**config.mk**
```make
export PLATFORM = sky130hd
export DESIGN_NAME = cla_nibble_sequencer_flat
export DESIGN_NICKNAME = d
export VERILOG_FILES = /design/src/rtl/cla_nibble_sequencer_if.sv /design/src/rtl/cla_nibble_sequencer.sv /design/src/flat_wrapper.sv
export SDC_FILE = /design/constraint.sdc
export NUM_CORES = 1
export LEC_CHECK = 0
export CAP_MARGIN = 20
export CORE_UTILIZATION = 35
export DETAILED_ROUTE_END_ITERATION = 12
export HOLD_SLACK_MARGIN = 0.12
export PLACE_DENSITY = 0.57
export SYNTH_ARGS = -nofsm -noshare
export SYNTH_HDL_FRONTEND = slang
export SYNTH_SLANG_ARGS = --single-unit
```
**constraint.sdc**
```tcl
create_clock -name clk -period 4.4 [get_ports clk]
set_input_delay 0.88 -clock clk [delete_from_list [all_inputs] [get_ports clk]]
set_output_delay 0.88 -clock clk [all_outputs]
set_load 0.01 [all_outputs]
```
**src/rtl/cla_nibble_sequencer_if.sv**
```systemverilog
`default_nettype none
// ============================================================================
// Module   : cla_nibble_sequencer_if
// Purpose  : Request, adder-side and result signals of the nibble sequencer.
// Revision : 1.0 - initial release
// ============================================================================
interface cla_nibble_sequencer_if #(
    parameter int WIDTH = 16
);
    logic             in_valid;
    logic             in_ready;
    logic [WIDTH-1:0] in_a;
    logic [WIDTH-1:0] in_b;
    logic             in_cin;

    logic [3:0]       add_a;
    logic [3:0]       add_b;
    logic             add_cin;
    logic [3:0]       add_sum;
    logic             add_cout;

    logic             out_valid;
    logic             out_ready;
    logic [WIDTH-1:0] out_sum;
    logic             out_cout;
    logic             out_ovf;

    modport slave (
        input  in_valid, in_a, in_b, in_cin, add_sum, add_cout, out_ready,
        output in_ready, add_a, add_b, add_cin, out_valid, out_sum, out_cout, out_ovf
    );

    modport master (
        output in_valid, in_a, in_b, in_cin, add_sum, add_cout, out_ready,
        input  in_ready, add_a, add_b, add_cin, out_valid, out_sum, out_cout, out_ovf
    );
endinterface
`default_nettype wire

```
**src/rtl/cla_nibble_sequencer.sv**
```systemverilog
`default_nettype none
// ============================================================================
// Module   : cla_nibble_sequencer
// Purpose  : Feeds a wide add through a 4-bit registered adder, LS nibble first.
// Revision : 1.0 - initial release
// ============================================================================
module cla_nibble_sequencer #(
    parameter int WIDTH   = 16,
    parameter int ADD_LAT = 2
) (
    input wire                     clk,
    input wire                     rst_n,
    cla_nibble_sequencer_if.slave  bus
);

    localparam int C_NIBBLES = WIDTH / 4;
    localparam int C_IDX_W   = (C_NIBBLES > 1) ? $clog2(C_NIBBLES) : 1;
    localparam int C_CNT_W   = (ADD_LAT > 1) ? $clog2(ADD_LAT) : 1;
    localparam logic [C_IDX_W-1:0] C_LAST_IDX  = C_IDX_W'(C_NIBBLES - 1);
    localparam logic [C_CNT_W-1:0] C_WAIT_INIT = C_CNT_W'(ADD_LAT - 1);

    typedef enum logic [1:0] {
        S_IDLE  = 2'd0,
        S_ISSUE = 2'd1,
        S_WAIT  = 2'd2,
        S_DONE  = 2'd3
    } state_t;

    state_t             r_state;
    logic               r_in_ready;
    logic               r_out_valid;
    logic [WIDTH-1:0]   r_a_sh;
    logic [WIDTH-1:0]   r_b_sh;
    logic               r_carry;
    logic               r_a_msb;
    logic               r_b_msb;
    logic [C_IDX_W-1:0] r_idx;
    logic [C_CNT_W-1:0] r_wait_cnt;
    logic [WIDTH-1:0]   r_result;

    always_ff @(posedge clk or negedge rst_n) begin
        if (!rst_n) begin
            r_state     <= S_IDLE;
            r_in_ready  <= 1'b1;
            r_out_valid <= 1'b0;
            r_a_sh      <= '0;
            r_b_sh      <= '0;
            r_carry     <= 1'b0;
            r_a_msb     <= 1'b0;
            r_b_msb     <= 1'b0;
            r_idx       <= '0;
            r_wait_cnt  <= '0;
            r_result    <= '0;
        end else begin
            case (r_state)
                S_IDLE: begin
                    if (bus.in_valid) begin
                        r_a_sh     <= bus.in_a;
                        r_b_sh     <= bus.in_b;
                        r_carry    <= bus.in_cin;
                        r_a_msb    <= bus.in_a[WIDTH-1];
                        r_b_msb    <= bus.in_b[WIDTH-1];
                        r_result   <= '0;
                        r_idx      <= '0;
                        r_in_ready <= 1'b0;
                        r_state    <= S_ISSUE;
                    end
                end
                S_ISSUE: begin
                    r_wait_cnt <= C_WAIT_INIT;
                    r_state    <= S_WAIT;
                end
                S_WAIT: begin
                    if (r_wait_cnt != '0) begin
                        r_wait_cnt <= r_wait_cnt - 1'b1;
                    end else begin
                        // Adder output is only trusted on this edge; inputs were held since ISSUE.
                        for (int n = 0; n < C_NIBBLES; n++) begin
                            if (r_idx == C_IDX_W'(n)) begin
                                r_result[4*n +: 4] <= bus.add_sum;
                            end
                        end
                        r_carry <= bus.add_cout;
                        r_a_sh  <= r_a_sh >> 4;
                        r_b_sh  <= r_b_sh >> 4;
                        if (r_idx == C_LAST_IDX) begin
                            r_out_valid <= 1'b1;
                            r_state     <= S_DONE;
                        end else begin
                            r_idx   <= r_idx + 1'b1;
                            r_state <= S_ISSUE;
                        end
                    end
                end
                S_DONE: begin
                    if (bus.out_ready) begin
                        r_out_valid <= 1'b0;
                        r_in_ready  <= 1'b1;
                        r_state     <= S_IDLE;
                    end
                end
                default: begin
                    r_state <= S_IDLE;
                end
            endcase
        end
    end

    assign bus.in_ready  = r_in_ready;
    assign bus.add_a     = r_a_sh[3:0];
    assign bus.add_b     = r_b_sh[3:0];
    assign bus.add_cin   = r_carry;
    assign bus.out_valid = r_out_valid;
    assign bus.out_sum   = r_result;
    assign bus.out_cout  = r_carry;
    assign bus.out_ovf   = (r_a_msb == r_b_msb) && (r_result[WIDTH-1] != r_a_msb);

endmodule
`default_nettype wire
```
**src/flat_wrapper.sv**
```systemverilog
// flat-port wrapper written by rule: the top's interface ports become plain ports
module cla_nibble_sequencer_flat 
#(
    parameter int WIDTH   = 16,
    parameter int ADD_LAT = 2
)
  (clk, rst_n, bus_in_valid, bus_in_a, bus_in_b, bus_in_cin, bus_add_sum, bus_add_cout, bus_out_ready, bus_in_ready, bus_add_a, bus_add_b, bus_add_cin, bus_out_valid, bus_out_sum, bus_out_cout, bus_out_ovf);
  cla_nibble_sequencer_if #(.WIDTH(WIDTH)) bus_i ();
  input wire clk;
  input wire rst_n;
  input wire logic [$bits(bus_i.in_valid)-1:0] bus_in_valid;
  input wire logic [$bits(bus_i.in_a)-1:0] bus_in_a;
  input wire logic [$bits(bus_i.in_b)-1:0] bus_in_b;
  input wire logic [$bits(bus_i.in_cin)-1:0] bus_in_cin;
  input wire logic [$bits(bus_i.add_sum)-1:0] bus_add_sum;
  input wire logic [$bits(bus_i.add_cout)-1:0] bus_add_cout;
  input wire logic [$bits(bus_i.out_ready)-1:0] bus_out_ready;
  output wire logic [$bits(bus_i.in_ready)-1:0] bus_in_ready;
  output wire logic [$bits(bus_i.add_a)-1:0] bus_add_a;
  output wire logic [$bits(bus_i.add_b)-1:0] bus_add_b;
  output wire logic [$bits(bus_i.add_cin)-1:0] bus_add_cin;
  output wire logic [$bits(bus_i.out_valid)-1:0] bus_out_valid;
  output wire logic [$bits(bus_i.out_sum)-1:0] bus_out_sum;
  output wire logic [$bits(bus_i.out_cout)-1:0] bus_out_cout;
  output wire logic [$bits(bus_i.out_ovf)-1:0] bus_out_ovf;
  assign bus_i.in_valid = bus_in_valid;
  assign bus_i.in_a = bus_in_a;
  assign bus_i.in_b = bus_in_b;
  assign bus_i.in_cin = bus_in_cin;
  assign bus_i.add_sum = bus_add_sum;
  assign bus_i.add_cout = bus_add_cout;
  assign bus_i.out_ready = bus_out_ready;
  assign bus_in_ready = bus_i.in_ready;
  assign bus_add_a = bus_i.add_a;
  assign bus_add_b = bus_i.add_b;
  assign bus_add_cin = bus_i.add_cin;
  assign bus_out_valid = bus_i.out_valid;
  assign bus_out_sum = bus_i.out_sum;
  assign bus_out_cout = bus_i.out_cout;
  assign bus_out_ovf = bus_i.out_ovf;
  cla_nibble_sequencer #(.WIDTH(WIDTH), .ADD_LAT(ADD_LAT)) u_core (.clk(clk), .rst_n(rst_n), .bus(bus_i));
endmodule
```
==> flow_summary.yaml, run 1 <==
status:
  status: "complete, no violations"
worst_setup_path:
  slowest_delay_ns: 0.66
  crit_family: "simple AND/OR/NAND/NOR gates"
  cp-startpoint: "u_core.r_state[0]"
  worst-endpoint-required_ns: 4.66
  worstPathCellList: "inv_1 > ha_2 > buf_4 > nand2_2 > nand2_2 > a22o_1"
  worst-setup-path-type: "register to register"
  cp_common_cell: "nand2_2"
  crit_buf_inv: 2
  worstRegToRegCells: 6
  endpoint_kind: "register"
  setup.worst_path.start_class: "register"
  crit_cells: 6
  cp_max_fo: 51
  crit_arrival_ns: 2.89
  worst_path_max_delay_cell: "nand2_2"
  r2r-start: "u_core.r_state[0]"
cells_and_area:
  area_delta_synth_final_pct: 28.84
  diodes: 0
  nets: 353
  instances_no_fill: 407
  drive_gt1_share_pct: 13.77
  n_fill_cell: 730
  final_cell_area_um2: 3751
pwr:
  powerDensity_nw_per_um2: 750.9
  p_leak_uw: 0.001602
  p_total_uw: 2817
  ir_drop_mv: 0.4700
timing:
  maxClockFrequency_mhz: 380.9
  tightest_slew_ns: 0.9056
  setup_viol: 0
  rsz0062_at_grt: "false"
  holdWs_ns: 0.4969
  setup-tns-final_ns: 0
  skew_ns: 0.005973
  period_minus_slack_ns: 2.625
  final_max_slew_viol_count: 0
  max_slew_margin_pct: 39.41
  finalHoldViolCount: 0
  fin_crit_sh_pct: 59.67
detailed_routing:
  wl_um: 6151
  drt_iter0_drc: 61
  vias: 2040
  ant_nets: 0
  dr.pass1.iters: 4
  drc_errors: 0
  wire_per_inst_um: 15.11
  viasPerCell: 5.012
clocking:
  root_buffer: "clkbuf_8"
  cts_resized: 0
  cts.sinks: 58
  htree_num_levels: 3
  cts.path.max_buffers: 2
  cts_tree: "built"
  numCtsBuffers: 9
  post_cts_buffers: 0
  clock_latency_ns: 0.33
  cts_hold_buf: 0
  clk_pin_slew_ns: 0.06
floorplan:
  start_util_pct: 36.91
  fp-row-count: 32
  fp.dieW_um: 93.21
  ios: 71
  core_area_um2: 7888
  fp.dieH_um: 93.21
  dieArea_um2: 8687
global_routing:
  antenna_found_initial: 0
  grt_pass1_wl_um: 9949
  overflow: 0
  grt_use_total_pct: 15.04
  grt_pass1_vias: 1990
  grt_max_degree: 58
synthesis:
  synth_flop_cell: "dfrtp_1"
  postSynthAreaPerCell_um2: 12.03
  yosysUniqueCellTypes: 29
  synth-seq-area-share_pct: 49.89
  ys_ff_latch: 58
  async_flop_share_pct: 100.0
  syn_inst: 242
  ys_warn_count: 0
  synth_area_um2: 2912
  syn-num-nets: 294
  synth_most_common_cell: "dfrtp_1"
  synth.top_cells.by_area: "dfrtp_1, mux2i_1, a31oi_1, a21oi_1, mux2_4"
  synth_edf_count: 0
  yosysTopAreaCell: "dfrtp_1"
  yosys-top-cells-count: "dfrtp_1, a21oi_1, mux2i_1"
  synth_top_area_share_pct: 48.99
min_path:
  hold_class: "register to register"
  min-delay-start: "u_core.bus.out_valid"
  min_delay_path_depth: 1
placed_design:
  place.gp.congestion: 0.7058
  port-buffer-count: 70
  dp_hpwl_um: 4127
  place_inst: 392
  dpl_cell_area_um2: 3566
flow_run:
  drv_cap: 0
==> power by group <==
group,internal [uW],switching [uW]
Clock,272,202
Sequential,801,160
Combinational,699,683
==> routing by layer <==
layer / GRT usage (%) / share of wire (%) / wire length (um)
met1: 20.31 / 50 / 3065
met2: 22.86 / 44 / 2725
met3: 5.447 / 5.4 / 335
met4: 3.846 / 0.41 / 25
met5: 0 / 0 / 0
==> cells in the final DEF, fill, tap and decap left out, types with 2 or more instances in the layout <==
cell type / n
buf_4: 2
a21oi_1: 29
mux2i_1: 28
inv_1: 4
nand2_1: 8
nand3_1: 3
mux2_4: 9
mux2_2: 11
o21ai_0: 2
clkbuf_1: 2
ha_1: 9
nand3_4: 2
clkbuf_8: 10
a31oi_1: 26
dfrtp_1: 57
clkdlybuf4s50_1: 69
nand2b_1: 5
a22o_1: 8
and2_1: 4
nor2_1: 4
clkinv_2: 2
nand2_2: 2
==> stage by stage <==
step	utilization, %	setup slack, ns
2_1_floorplan	-	2.596
3_3_place_gp	45.21	1.649
3_5_place_dp	45.21	1.606
4_1_cts	47.56	1.738
5_1_grt	47.56	1.542
6_report	47.56	1.775
==> worst paths after layout <==
| check | slack [ns] | to |
|---|---|---|
| setup / recovery | 1.77 | u_core.r_b_sh[12] |
| hold / removal | 0.50 | u_core.bus.out_valid |
| setup reg to reg | 1.77 | u_core.r_b_sh[12] |
| hold reg to reg | 0.50 | u_core.bus.out_valid |
| max in group asynchronous | 2.94 | u_core.bus.out_sum[8] |
| min in group asynchronous | 0.65 | u_core.r_b_sh[2] |
==> sequential cells by signal, summed over array words and instances (netlist names) <==
name                  flops
u_core.r_idx              2
u_core.r_wait_cnt         1
u_core.r_b_sh            16
u_core.r_state            2
u_core.bus.in_ready       1
u_core.bus.add_cin        1
u_core.r_a_msb            1
u_core.r_a_sh            16
u_core.bus.out_valid      1
u_core.r_b_msb            1
u_core.bus.out_sum       16
==> area by class of cell <==
| cell class | instances | area (um2) | share of cell area [%] |
|---|---|---|---|
| clock inverters | 3 | 40.04 | 1.067 |
| flip-flops and latches | 58 | 1453 | 38.73 |
| repair buffers | 72 | 710.7 | 18.95 |
| clock buffers | 12 | 145.1 | 3.869 |
| multi-input cells | 156 | 1260 | 33.59 |
| inverters | 4 | 15.01 | 0.4003 |
| well taps | 102 | 127.6 | 3.402 |
==> cell families after synthesis <==
family,share of synthesized area (%)
AO/OA/AOI/OAI,14.27
flip-flops,49.89
multiplexers,18.52
AND/OR/NAND/NOR,6.016
buffers and inverters,7.004
adder cells (fa/ha/maj),4.297
Note: power is estimated with default switching activity, not from simulation.
==> inputs of run 2 (changes only) <==
==> constraint.sdc (replaced) <==
create_clock -name clk -period 2.45 [get_ports clk]
set_input_delay 0.49 -clock clk [delete_from_list [all_inputs] [get_ports clk]]
set_output_delay 0.49 -clock clk [all_outputs]
set_load 0.01 [all_outputs]
==> run 2 against run 1 <==
  * Sequential cell count unchanged
  * Critical path type unchanged
  * Largest cell class unchanged
  * Highest routed layer unchanged
  * Hold slack got worse by 0.19 ns
  * Utilization increased by 0.54 points
  * Global-route usage increased by 0.28 points
  * Final area increased by 1.1%
  * Critical endpoint is now u_core.bus.out_sum[12]
  * Via count increased by 0.54%
  * Critical path depth decreased by 1
==> flow_summary.yaml, run 2 (synthesis results as in run 1) <==
status:
  status: "complete, no violations"
timing:
  setup-tns-final_ns: 0
  fin_crit_sh_pct: 81.80
  rsz0062_at_grt: "false"
  holdWs_ns: 0.3115
  skew_ns: 0.006775
  max_slew_margin_pct: 50.31
  tightest_slew_ns: 0.7453
  worst_slack_ns: 0.4459
  maxClockFrequency_mhz: 499.0
  finalHoldViolCount: 0
  period_minus_slack_ns: 2.004
  setup_viol: 0
  final_max_slew_viol_count: 0
placed_design:
  port-buffer-count: 70
  place.gp.congestion: 0.7652
  dp_hpwl_um: 3989
  place_ws_ns: 0.3820
worst_setup_path:
  worst-endpoint-required_ns: 2.66
  worstPathCellList: "inv_1 > ha_1 > nand2_1 > nand3_1 > mux2_2"
  slowest_delay_ns: 0.42
  crit_arrival_ns: 2.22
  worstRegToRegCells: 5
  setup.worst_path.start_class: "register"
  worst_path_max_delay_cell: "dfrtp_1"
  worst-setup-path-type: "register to register"
  endpoint_kind: "register"
  cp_max_fo: 8
pwr:
  pwr-share-seq_pct: 33.4
  p_leak_uw: 0.001626
  power.switching_uw: 1882
  powerDensity_nw_per_um2: 1349
  ir_drop_mv: 0.5619
  cellInternalPower_uw: 3234
  pwr-share-comb_pct: 50.6
  pwr-share-clk_pct: 16.0
  p_sw_share_pct: 36.79
cells_and_area:
  layout_common_cells: "clkdlybuf4s50_1, dfrtp_1, a21oi_1"
  diodes: 0
  final_common_cell: "clkdlybuf4s50_1"
  seq_area_um2: 1453
  n_fill_cell: 727
  multi_input_area_um2: 1260
  drive_gt1_share_pct: 14.94
  nets: 357
  area_delta_synth_final_pct: 30.30
global_routing:
  grt_max_degree: 59
  grt_pass1_wl_um: 10090
  overflow: 0
  antenna_found_initial: 0
  grt_pass1_vias: 2038
  grt_use_total_pct: 15.33
detailed_routing:
  ant_nets: 0
  drt_iter0_drc: 76
  wire_per_inst_um: 14.75
  vias: 2051
  dr.pass1.iters: 4
  drc_errors: 0
  viasPerCell: 5.002
  wl_um: 6048
clocking:
  cts_resized: 0
  cts.path.max_buffers: 2
  cts_hold_buf: 0
  cts.sinks: 58
  clk_pin_slew_ns: 0.06
  htree_num_levels: 3
  cts_tree: "built"
  post_cts_buffers: 0
  numCtsBuffers: 9
  root_buffer: "clkbuf_8"
  clock_latency_ns: 0.33
floorplan:
  fp.dieW_um: 93.21
  ios: 71
  dieArea_um2: 8687
  fp-row-count: 32
  fp.dieH_um: 93.21
  start_util_pct: 36.91
  core_area_um2: 7888
min_path:
  hold_class: "input pin to asynchronous set/reset pin"
flow_run:
  drv_cap: 0
[run 2: worst max-delay path, delay by kind of cell (launching register included)]
kind	cells	cell delay [ns]
simple gates	2	0.60
fa+ha+maj	1	0.34
buf+inv	1	0.16
mux	1	0.37
flops	1	0.42
[run 2: power groups by stage]
| stage | combinational (uW) | sequential (uW) | clock [uW] |
|---|---|---|---|
| after CTS | 2630 | 1710 | 847 |
| after detailed placement | 2620 | 1720 | 0 |
| final | 2590 | 1710 | 818 |
| after global routing | 2870 | 1780 | 885 |
| after floorplan | 1890 | 1730 | 0 |
| after global placement | 2590 | 1730 | 0 |
[run 2: cell type report]
| class | instances | share of cell area, % |
|---|---|---|
| clock buffers | 10 | 3.364 |
| clock inverters | 4 | 1.187 |
| inverters | 4 | 0.3958 |
| multi-input cells | 156 | 33.21 |
| flip-flops and latches | 58 | 38.29 |
| well taps | 102 | 3.364 |
| repair buffers | 76 | 20.18 |
[run 2: path summary, 6_finish.rpt]
kind	slack, ns	endpoint	start
max reg2reg	0.45	u_core.bus.out_sum[12]	u_core.r_state[0]
min in group clk	0.49	u_core.bus.out_valid	u_core.bus.out_valid
max	0.45	u_core.bus.out_sum[12]	u_core.r_state[0]
min	0.31	u_core.r_b_sh[6]	rst_n
max in group asynchronous	1.65	u_core.r_a_sh[15]	rst_n
min reg2reg	0.49	u_core.bus.out_valid	u_core.bus.out_valid
[run 2: layer usage]
metal | share of wire [%] | GRT usage [%]
met2 | 43 | 22.30
met3 | 5.9 | 3.577
met1 | 50 | 21.27
met4 | 0.98 | 7.692
met5 | 0 | 0
[run 2: metrics by stage]
step	total power [uW]	instances	utilization (%)	area, um2
2_1_floorplan	3627	242	-	2912
6_report	5117	410	48.10	3794
3_3_place_gp	4317	396	45.91	3621
4_1_cts	5190	410	48.10	3794
3_5_place_dp	4340	396	45.91	3621
5_1_grt	5533	410	48.10	3794
==> inputs of run 3 (changes only) <==
==> constraint.sdc (replaced) <==
create_clock -name clk -period 1.95 [get_ports clk]
set_input_delay 0.39 -clock clk [delete_from_list [all_inputs] [get_ports clk]]
set_output_delay 0.39 -clock clk [all_outputs]
set_load 0.01 [all_outputs]
==> run 3 against run 2 <==
  * Clock skew about the same
  * Clock power up 33%
  * Sequential power up 27%
  * Critical path depth unchanged
  * Utilization up 1.3 points
  * Fmax up 8.9%
  * Sequential share of layout area down 0.94 points
  * Final area up 2.6%
  * First-iteration DRC count down 43%
  * Count of clock-buffer cells in the layout up 1
  * Setup slack worse by 0.34 ns
  * Critical path type unchanged
  * Largest cell class unchanged
  * Largest power group unchanged
==> flow_summary.yaml, run 3 (synthesis results as in run 1) <==
status:
  status: "complete, no violations"
timing:
  finalHoldViolCount: 0
  fin_crit_sh_pct: 94.38
  setup_viol: 0
  skew_ns: 0.006484
  max_slew_margin_pct: 64.83
  rsz0062_at_grt: "false"
  tightest_slew_ns: 0.5255
  final_max_slew_viol_count: 0
  maxClockFrequency_mhz: 543.3
  period_minus_slack_ns: 1.840
  setup-tns-final_ns: 0
detailed_routing:
  wire_per_inst_um: 14.72
  viasPerCell: 4.932
  ant_nets: 0
  wl_um: 6095
  vias: 2042
  drt_iter0_drc: 43
  drc_errors: 0
  dr.pass1.iters: 4
global_routing:
  grt_pass1_wl_um: 10030
  grt_use_total_pct: 15.14
  antenna_found_initial: 0
  overflow: 0
  grt_pass1_vias: 2008
  grt_max_degree: 51
floorplan:
  fp.dieW_um: 93.21
  core_area_um2: 7888
  ios: 71
  start_util_pct: 36.91
  fp.dieH_um: 93.21
  fp-row-count: 32
  dieArea_um2: 8687
worst_setup_path:
  crit_buf_inv: 1
  worst_path_max_delay_cell: "dfrtp_1"
  slowest_delay_ns: 0.44
  endpoint_kind: "register"
  worst-setup-path-type: "register to register"
  worstPathCellList: "inv_2 > ha_1 > mux2_4 > nand3_1 > mux2_2"
  crit_arrival_ns: 2.05
  worst-endpoint-required_ns: 2.16
  crit_family: "multiplexers"
  setup.worst_path.start_class: "register"
  cp_max_fo: 5
clocking:
  numCtsBuffers: 9
  root_buffer: "clkbuf_8"
  cts_tree: "built"
  clock_latency_ns: 0.32
  htree_num_levels: 3
  cts.path.max_buffers: 2
  clk_pin_slew_ns: 0.06
  cts.sinks: 58
  post_cts_buffers: 0
cells_and_area:
  multi_input_area_um2: 1270
  nets: 361
  seq_area_um2: 1454
  postLayoutCoreUtil_pct: 49.35
  final_common_cell: "clkdlybuf4s50_1"
  area_delta_synth_final_pct: 33.69
  diodes: 0
  layout_common_cells: "clkdlybuf4s50_1, dfrtp_1, a21oi_1"
  n_fill_cell: 746
  drive_gt1_share_pct: 16.67
placed_design:
  dp_hpwl_um: 4165
  place.gp.congestion: 0.7289
  port-buffer-count: 70
flow_run:
  drv_cap: 0
pwr:
  p_leak_uw: 0.001669
  ir_drop_mv: 0.7030
  powerDensity_nw_per_um2: 1712
min_path:
  hold_class: "register to register"
[run 3: power breakdown]
group / switching (uW) / internal, uW / total (uW)
clock network: 450 / 641 / 1090
registers: 361 / 1810 / 2170
logic: 1590 / 1810 / 3400
[run 3: cell type report]
type / count / share of cell area (%)
flip-flops and latches: 58 / 37.35
multi-input cells: 156 / 32.63
repair buffers: 80 / 21.44
clock buffers: 11 / 3.889
well taps: 102 / 3.279
clock inverters: 3 / 1.029
inverters: 4 / 0.3857
[run 3: what timing repair did]
item | in CTS | in global routing
gates resized for setup | 1 | 3
endpoints found under the setup margin | 1 | 14
hold buffers | 1 | 0
hold endpoints to repair | 16 | 0
[run 3: worst paths after layout]
path                                      startpoint                      to  slack [ns]  depth (start not counted)
worst min-delay path            u_core.bus.out_valid    u_core.bus.out_valid        0.49                          1
min in group asynchronous                      rst_n        u_core.r_b_sh[2]        0.55                          2
max in group asynchronous                      rst_n          u_core.r_a_msb        0.83                          3
worst max register to register     u_core.r_state[0]  u_core.bus.out_sum[13]        0.11                          5
worst max-delay path               u_core.r_state[0]  u_core.bus.out_sum[13]        0.11                          5
worst min register to register  u_core.bus.out_valid    u_core.bus.out_valid        0.49                          1
[run 3: per-layer routing]
layer / vias to the layer above / part of all wire (%) / routed length, um / GRT usage [%]
met5: - / 0 / 0 / 0
met3: 6 / 6.0 / 363 / 4.797
li1: 1015 / - / - / -
met2: 59 / 43 / 2621 / 21.75
met1: 962 / 50 / 3053 / 21.33
met4: 0 / 0.94 / 57 / 5.385
[run 3: per-stage QoR]
stage          setup slack (ns)  cells  hold slack, ns  area [um2]  power (uW)
6_report                 0.1096    414          0.4925        3892        6663
5_1_grt                0.008717    414          0.5227        3892        7184
4_1_cts                 0.08494    414          0.5025        3881        6728
3_5_place_dp            0.05704    399          0.3620        3681        5597
3_3_place_gp            0.07659    399          0.3606        3681        5552
2_1_floorplan            0.1985    242         0.09441        2912        4557
